## config.mk

```make
export PLATFORM = sky130hd
export DESIGN_NAME = ro_deframer
export DESIGN_NICKNAME = d
export VERILOG_FILES = /design/src/rtl/ro_deframer.sv
export SDC_FILE = /design/constraint.sdc
export NUM_CORES = 1
export LEC_CHECK = 0
export BUFFER_PORTS_ARGS = -buffer_cell sky130_fd_sc_hd__buf_4
export CELL_PAD_IN_SITES_DETAIL_PLACEMENT = 0
export CELL_PAD_IN_SITES_GLOBAL_PLACEMENT = 1
export CORE_MARGIN = 1
export CORE_UTILIZATION = 40
export DETAILED_ROUTE_END_ITERATION = 7
export PLACE_DENSITY_LB_ADDON = 0.05
export SLEW_MARGIN = 30
export SYNTH_ARGS = -nofsm -noshare
export SYNTH_HDL_FRONTEND = slang
export SYNTH_SLANG_ARGS = --single-unit
```

## constraint.sdc

```tcl
create_clock -name clk_master -period 3.2 [get_ports clk_master]
set_clock_uncertainty 0.1 [all_clocks]
set_input_delay 0.16 -clock clk_master [delete_from_list [all_inputs] [get_ports clk_master]]
set_output_delay 0.16 -clock clk_master [all_outputs]
set_load 0.01 [all_outputs]
```

## src/rtl/ro_deframer.sv

```systemverilog
// Receive end of the shared time-multiplexed readout bus: mirrors the transmit
// counter, decodes the active core slot, samples the bus mid-cycle and queues records.
module ro_deframer #(
  parameter int N_BITS     = 19,
  parameter int N_CH       = 8,
  parameter int CH_W       = 5,
  parameter int FIFO_DEPTH = 4
) (
  input  logic              clk_master,
  input  logic              rstb,
  input  logic              bus_eve,
  input  logic              bus_pol_eve,
  output logic              out_valid,
  input  logic              out_ready,
  output logic [CH_W-1:0]   out_ch,
  output logic              out_eve,
  output logic              out_pol_eve,
  output logic [N_CH-1:0]   chan_eve,
  output logic              overflow,
  output logic [7:0]        drop_cnt
);

  localparam int PTR_W = $clog2(FIFO_DEPTH);

  typedef struct packed {
    logic [CH_W-1:0] ch;
    logic            eve;
    logic            pol;
  } rec_t;

  logic [N_BITS-1:0] b;
  logic [CH_W-1:0]   slot_ch;
  logic              slot_vld;

  rec_t              cap;
  logic              cap_vld;

  rec_t              mem [FIFO_DEPTH];
  rec_t              last;
  rec_t              head;
  logic [PTR_W-1:0]  wr_ptr;
  logic [PTR_W-1:0]  rd_ptr;
  logic [PTR_W:0]    count;
  logic              full;
  logic              pop;
  logic              push;
  logic              drop;

  // NOTE: sequential state uses non-blocking assignments so every flop samples
  // pre-edge values regardless of block ordering.
  always_ff @(posedge clk_master or negedge rstb) begin
    if (!rstb) b <= '0;
    else       b <= b + N_BITS'(1);
  end

  // The toggled gray bit equals the trailing-zero count of the binary value;
  // b==0 only happens on wrap from all-ones, where the top bit toggles.
  always_comb begin
    // NOTE: defaults first so no path leaves a variable unassigned (no latch).
    slot_ch = CH_W'(N_BITS - 1);
    for (int i = N_BITS - 1; i >= 0; i--) begin
      if (b[i]) slot_ch = CH_W'(i);
    end
    slot_vld = (int'(slot_ch) < N_CH);
  end

  // Mid-cycle sample: the transmitter drives during the high phase.
  always_ff @(negedge clk_master or negedge rstb) begin
    if (!rstb) begin
      cap     <= '0;
      cap_vld <= 1'b0;
    end else begin
      cap     <= '{ch: slot_ch, eve: bus_eve, pol: bus_pol_eve};
      cap_vld <= slot_vld;
    end
  end

  assign out_valid = (count != '0);
  assign full      = (count == (PTR_W+1)'(FIFO_DEPTH));
  assign pop       = out_valid && out_ready;
  assign push      = cap_vld && (!full || pop);
  assign drop      = cap_vld && full && !pop;

  // Empty FIFO shows the last popped record so out_* hold their value.
  assign head        = out_valid ? mem[rd_ptr] : last;
  assign out_ch      = head.ch;
  assign out_eve     = head.eve;
  assign out_pol_eve = head.pol;

  // NOTE: storage array has no reset; it is only read while count says an
  // entry is valid, and out_* fall back to the reset 'last' register.
  always_ff @(posedge clk_master) begin
    if (push) mem[wr_ptr] <= cap;
  end

  always_ff @(posedge clk_master or negedge rstb) begin
    if (!rstb) begin
      wr_ptr <= '0;
      rd_ptr <= '0;
      count  <= '0;
      last   <= '0;
    end else begin
      if (push) wr_ptr <= wr_ptr + PTR_W'(1);
      if (pop) begin
        rd_ptr <= rd_ptr + PTR_W'(1);
        last   <= mem[rd_ptr];
      end
      case ({push, pop})
        2'b10:   count <= count + (PTR_W+1)'(1);
        2'b01:   count <= count - (PTR_W+1)'(1);
        default: count <= count;
      endcase
    end
  end

  // Per-channel last event is updated even when the record itself is dropped.
  always_ff @(posedge clk_master or negedge rstb) begin
    if (!rstb) begin
      chan_eve <= '0;
      overflow <= 1'b0;
      drop_cnt <= '0;
    end else begin
      for (int i = 0; i < N_CH; i++) begin
        if (cap_vld && (int'(cap.ch) == i)) chan_eve[i] <= cap.eve;
      end
      if (drop) begin
        overflow <= 1'b1;
        if (drop_cnt != 8'hFF) drop_cnt <= drop_cnt + 8'd1;
      end
    end
  end

endmodule

```

==> out/metrics.yaml, run 1 <==
grt_max_degree: 38
final_nets: 346
fin_util_pct: 49.02
pre_cts_ws_ps: -68.64
synthCells: 288
clk_path_buf_depth: 2
rsz0062_at_grt: "true"
synth_top_cell_by_area: "dfrtp_1"
register_area_um2: 2267
initial_core_util_pct: 42.00
routed_wl_mm: 6.203
hold_viol_final: 0
final_max_slew_viol_count: 0
leakagePower_nw: 1.853
slowest_delay_ps: 340
clkSlewWorstSetupHoldPaths_ps: 90
grtUsageTotal_pct: 14.57
crit_path_start_kind: "flip-flop"
synth_compound_area_share_pct: 3.232
synth_area_leaders: "dfrtp_1 (33%), edfxtp_1 (23%), dfrtn_1 (5.4%)"
synth-xor-area-share_pct: 6.128
power.density_nw_per_um2: 729.2
layout_setup_ws_ps: -29.87
wire_per_inst_um: 13.91
dieHeight_um: 98.39
ir_drop_mv: 0.2553
syn_avg_cell_area_um2: 12.90
ios: 30
multi_input_area_um2: 1380
grt_pass1_vias: 2154
crit_chain: "and2b_2, inv_4, ha_4, inv_2, fa_2, xor2_1, nor2_1, xor2_1"
required_ps: 3380
cp-end-kind: "flip-flop"
ys_seq_area_share_pct: 61.01
cp_slowest_cell: "dfrtn_1"
clk_latency_ps: 350
synth_fp_nets: 301
clkSinkCount: 85
yosys.area_share.simple_pct: 14.75
area_delta_synth_final_pct: 16.73
dpl.hpwl_mm: 4.532
synth_top_family_by_area: "simple AND/OR/NAND/NOR gates"
ys_dominant_reg_cell: "dfrtp_1"
die_w_um: 98.39
vias_per_cell: 4.812
num_antenna_cells: 0
place.gp.congestion: 0.7020
portBuffers: 29
tritoncts: "yes"
dr.pass1.iters: 6
num_vias: 2146
crit_fanout: 2
yosys_register_bits: 85
yosys-top-cells-count: "dfrtp_1 (49), nand2_1 (44), edfxtp_1 (28), xnor2_1 (18), mux2_2 (17)"
synth_edf_count: 28
drive_above_1_share_pct: 27.51
core_um2: 8848
ant_nets: 0
cpMostUsedCell: "xor2_1"
drtIter0Drc: 103
syn_area_um2: 3716
fill_cells: 806
max_slew_margin_pct: 64.92
dieArea_um2: 9680
drc: 0
muxShareOfSynthArea_pct: 9.663
grt_pass1_wl_mm: 10.90
overflow: 0
critPathArrivalTime_ps: 3410
status: "finished with violations"
yosysUniqueCellTypes: 44
hp-class: "input port to flip-flop"
htree_levels: 3
critPathKind: "flip-flop to flip-flop"
ys_warn_count: 0
cts_root_buf: "clkbuf_8"
antenna_found_initial: 0
maxCapViolations: 0
violations: "setup timing"
worstMarginPinSlew_ps: 521.4
yosysTopAreaCellShare_pct: 33.00
yosysMostFrequentCell: "dfrtp_1"
rows: 34
synthArstFlopShare_pct: 67.06
yosys.area_share.adder_pct: 2.896
cts_buffers: 9
setup_violations: 1
==> worst paths after layout <==
check	endpoint	slack, ps	from	cells past startpoint
setup reg to reg	count[2]	-30	cap_vld	8
max in group asynchronous	cap[6]	910	rstb	2
setup / recovery	count[2]	-30	cap_vld	8
min in group asynchronous	chan_eve[6]	220	rstb	2
hold / removal	last[2]	60	out_ready	4
hold reg to reg	overflow	370	overflow	1
==> layout make-up <==
type                    instances  share of cell area, %
inverters                      14                  1.269
clock buffers                  10                  3.173
flip-flops and latches         85                  52.26
well taps                     108                  3.115
repair buffers                 42                  7.326
multi-input cells             181                  31.81
clock inverters                 6                  1.038
==> worst max-delay path: cells and delay by family, from the launching register on <==
family	cells	cell delay [ps]
xor+xnor	2	290
simple gates	2	330
buf+inv	2	90
fa+ha+maj	2	440
flops	1	340
==> metal layers <==
metal | vias up | track usage [%] | part of all wire (%)
met5 | - | 0 | 0
met4 | 0 | 6.200 | 1.5
met3 | 8 | 3.722 | 2.5
met2 | 24 | 21.67 | 45
met1 | 1020 | 20.32 | 51
li1 | 1094 | - | -
==> sequential cells by signal (all words and copies together) (netlist names) <==
name      flops
mem          28
b            18
chan_eve      8
drop_cnt      8
cap           7
last          7
count         3
rd_ptr        2
wr_ptr        2
cap_vld       1
overflow      1
==> report_power, final <==
| group | switching [W] | total, W | internal, W |
|---|---|---|---|
| registers | 0.000167 | 0.00156 | 0.00139 |
| logic | 0.000421 | 0.000904 | 0.000483 |
| clock network | 0.000392 | 0.000700 | 0.000307 |
| total | 0.000980 | 0.00316 | 0.00218 |
==> stage by stage <==
| step | std cells | TNS (ps) | total power (W) | area [µm²] | hold slack, ps |
|---|---|---|---|---|---|
| after floorplan | 288 | -252.4 | 0.002177 | 3744 | -235.6 |
| after CTS | 446 | -44.76 | 0.003213 | 4337 | 57.46 |
| final | 446 | -29.87 | 0.003163 | 4338 | 64.44 |
| after global routing | 446 | -126.7 | 0.003380 | 4338 | 49.62 |
| after global placement | 428 | -40.41 | 0.002482 | 4135 | 62.85 |
| after detailed placement | 428 | -68.64 | 0.002502 | 4135 | 56.46 |
==> placed cells by master, fill, tap and decap left out, types with 4 or more instances in the layout <==
master / instances
nand3_1: 10
dfrtn_1: 8
and2_1: 6
dfrtp_1: 49
buf_4: 41
nor2_1: 12
ha_1: 6
nand2_1: 44
edfxtp_1: 28
xnor2_1: 18
inv_1: 11
xor2_1: 8
nor3_1: 5
and4_1: 4
nand4_1: 4
mux4_2: 7
o21ai_0: 4
clkbuf_8: 10
a21oi_1: 5
mux2_2: 17
==> what timing repair did <==
action                                 CTS  global route
pin swaps                                3             0
setup endpoints to repair                1             2
setup buffers                            1             0
endpoints found under the hold margin   28             0
hold buffers                             1             0
gates resized for setup                  1             1
==> logic make-up after synthesis <==
kind of cell | after synthesis
compound gates | 18
fa+ha+maj | 8
flops | 85
buf+inv | 22
mux | 25
xor+xnor | 26
simple gates | 104
No activity file was read; power rests on OpenSTA's default activity.
==> run 2, diff against run 1 <==
Settings changed: ABC_AREA set to 1.
==> run 2 against run 1 <==
Net effect: the flow now finishes without violations; final area rose by 2.7%; non-clock buffer count rose by 4; register-to-register slack improved by 70 ps; die area rose by 0.19%; area after synthesis rose by 0.20%; core utilization rose by 1.3 points; combinational power rose by 10%; final cell count rose by 15%; routed wire length rose by 5.6%.
==> out/metrics.yaml, run 2 <==
synth_area_leaders: "dfrtp_1 (33%), edfxtp_1 (23%), nand2_1 (6.9%)"
fill_cells: 837
yosysMostFrequentCell: "nand2_1"
tritoncts: "yes"
drive_above_1_share_pct: 23.02
reg2reg_to: "drop_cnt[7]"
ios: 30
pre_cts_ws_ps: -34.55
antenna_found_initial: 0
final_max_slew_viol_count: 0
place.gp.congestion: 0.7444
stdcell_count: 512
htree_levels: 3
cp_slowest_cell: "dfrtn_1"
synthArstFlopShare_pct: 67.06
power.density_nw_per_um2: 755.9
critPathArrivalTime_ps: 3290
grt_pass1_vias: 2406
critPathKind: "flip-flop to flip-flop"
dieHeight_um: 98.48
required_ps: 3330
final_common_cell: "nand2_1"
area_delta_synth_final_pct: 19.69
synth_edf_count: 28
cp-end-kind: "flip-flop"
crit_path_start_kind: "flip-flop"
worstMarginPinSlew_ps: 535.9
reg2reg_setup_slack_ps: 40
layout_setup_ws_ps: 44.22
ys_warn_count: 0
r2r_start: "cap_vld"
hold_slack_ps: 138.6
drc: 0
rsz0062_at_grt: "true"
core_um2: 8848
final_cell_mix: "nand2_1 (67), dfrtp_1 (49), buf_4 (45)"
routed_wl_mm: 6.551
clk_latency_ps: 340
syn_avg_cell_area_um2: 10.70
drtIter0Drc: 81
synthCells: 348
clkSinkCount: 85
crit_chain: "inv_2, nor2_4, inv_2, a31oi_4, nand4_1, nor2_2, nand2_1, xnor2_1"
synth_fp_nets: 361
clk_path_buf_depth: 2
portBuffers: 29
yosysUniqueCellTypes: 31
max_slew_margin_pct: 64.27
clkSlewWorstSetupHoldPaths_ps: 90
grt_pass1_wl_mm: 11.39
cts_buffers: 9
largest_reg_flops: 28
syn_area_um2: 3724
grt_max_degree: 38
cts_root_buf: "clkbuf_8"
slowest_delay_ps: 430
critPathLaunch: "cap_vld"
rows: 34
rr_worst_depth: 8
crit_fanout: 4
yosys_register_bits: 85
num_antenna_cells: 0
dp.cells: 494
ir_drop_mv: 0.3189
initial_core_util_pct: 42.08
hold_viol_final: 0
dr.pass1.iters: 4
die_w_um: 98.48
leakagePower_nw: 2.007
dpl.hpwl_mm: 4.599
largest_register: "mem"
overflow: 0
status: "completed"
setup_violations: 0
num_vias: 2415
cp-endpoint: "drop_cnt[7]"
final_nets: 412
synth_top_cell_by_area: "dfrtp_1"
ant_nets: 0
ys_seq_area_share_pct: 60.89
yosys-top-cells-count: "nand2_1 (68), dfrtp_1 (49), inv_1 (37), edfxtp_1 (28), nor2_1 (26)"
dieArea_um2: 9698
vias_per_cell: 4.717
yosysTopAreaCellShare_pct: 32.93
ys_dominant_reg_cell: "dfrtp_1"
grtUsageTotal_pct: 15.27
wire_per_inst_um: 12.79
hp-class: "input port to flip-flop"
largest_registers: "mem x28, b x18"
maxCapViolations: 0
cpMostUsedCell: "inv_2"
run 2: worst min path at each step:
stage / cells after the start / slack, ps / endpoint / startpoint
finish: 5 / 140 / rd_ptr[0] / out_ready
global route: 5 / 140 / rd_ptr[0] / out_ready
CTS: 5 / 100 / rd_ptr[0] / out_ready
detailed placement: 1 / 60 / rd_ptr[0] / rstb
global placement: 1 / 60 / rd_ptr[1] / rstb
floorplan: 0 / -240 / b[0] / rstb
run 2: worst max-delay path: cells and delay by family (launching register included):
kind	cells	cell delay [ps]
simple gates	4	510
buf+inv	2	110
xor+xnor	1	120
compound gates	1	190
flops	1	430
run 2: cell type report:
cell class                      count  area [µm²]  area share [%]
Sequential cell                    85        2267           50.87
Clock inverter                      5       62.56           1.404
Timing Repair Buffer               46       347.8           7.805
Clock buffer                       11       173.9           3.902
Inverter                           46       172.7           3.874
Tap cell                          108       135.1           3.032
Multi-Input combinational cell    211        1297           29.11
run 2: metrics by stage:
step	setup TNS (ps)	instance area, µm²	utilization [%]	power (W)
floorplan	0	3731	-	0.002129
global placement	0	4174	47.17	0.002523
detailed placement	-34.55	4174	47.17	0.002535
CTS	0	4423	49.99	0.003405
global route	-192.3	4457	50.37	0.003611
finish	0	4457	50.37	0.003369
run 2: kinds of logic (layout without fill, tap and decap cells):
family | count (synthesis) | in the layout | share of synthesized area (%)
fa+ha+maj | 8 | 8 | 2.890
xor+xnor | 27 | 27 | 6.351
flops | 85 | 85 | 60.89
buf+inv | 52 | 108 | 5.242
simple gates | 125 | 125 | 16.13
compound gates | 51 | 51 | 8.502
run 2: repair_timing:
item                                   CTS  global route
pin swaps                                0             7
setup endpoints to repair                1             8
setup buffers                            0             1
gates resized for setup                  1             8
hold buffers                             1             0
endpoints found under the hold margin   28             0
run 2: per-layer routing:
metal	track usage, %	vias up	share of wire (%)
met3	2.979	9	2.0
met1	20.40	1140	50
met2	23.94	21	47
met5	0	-	0
met4	7.577	0	1.6
li1	-	1245	-
run 2: power breakdown:
part / switching (W) / total, W / internal, W
clock: 0.000392 / 0.000852 / 0.000460
sequential: 0.000136 / 0.00152 / 0.00138
combinational: 0.000561 / 0.000998 / 0.000437
total: 0.00109 / 0.00337 / 0.00228
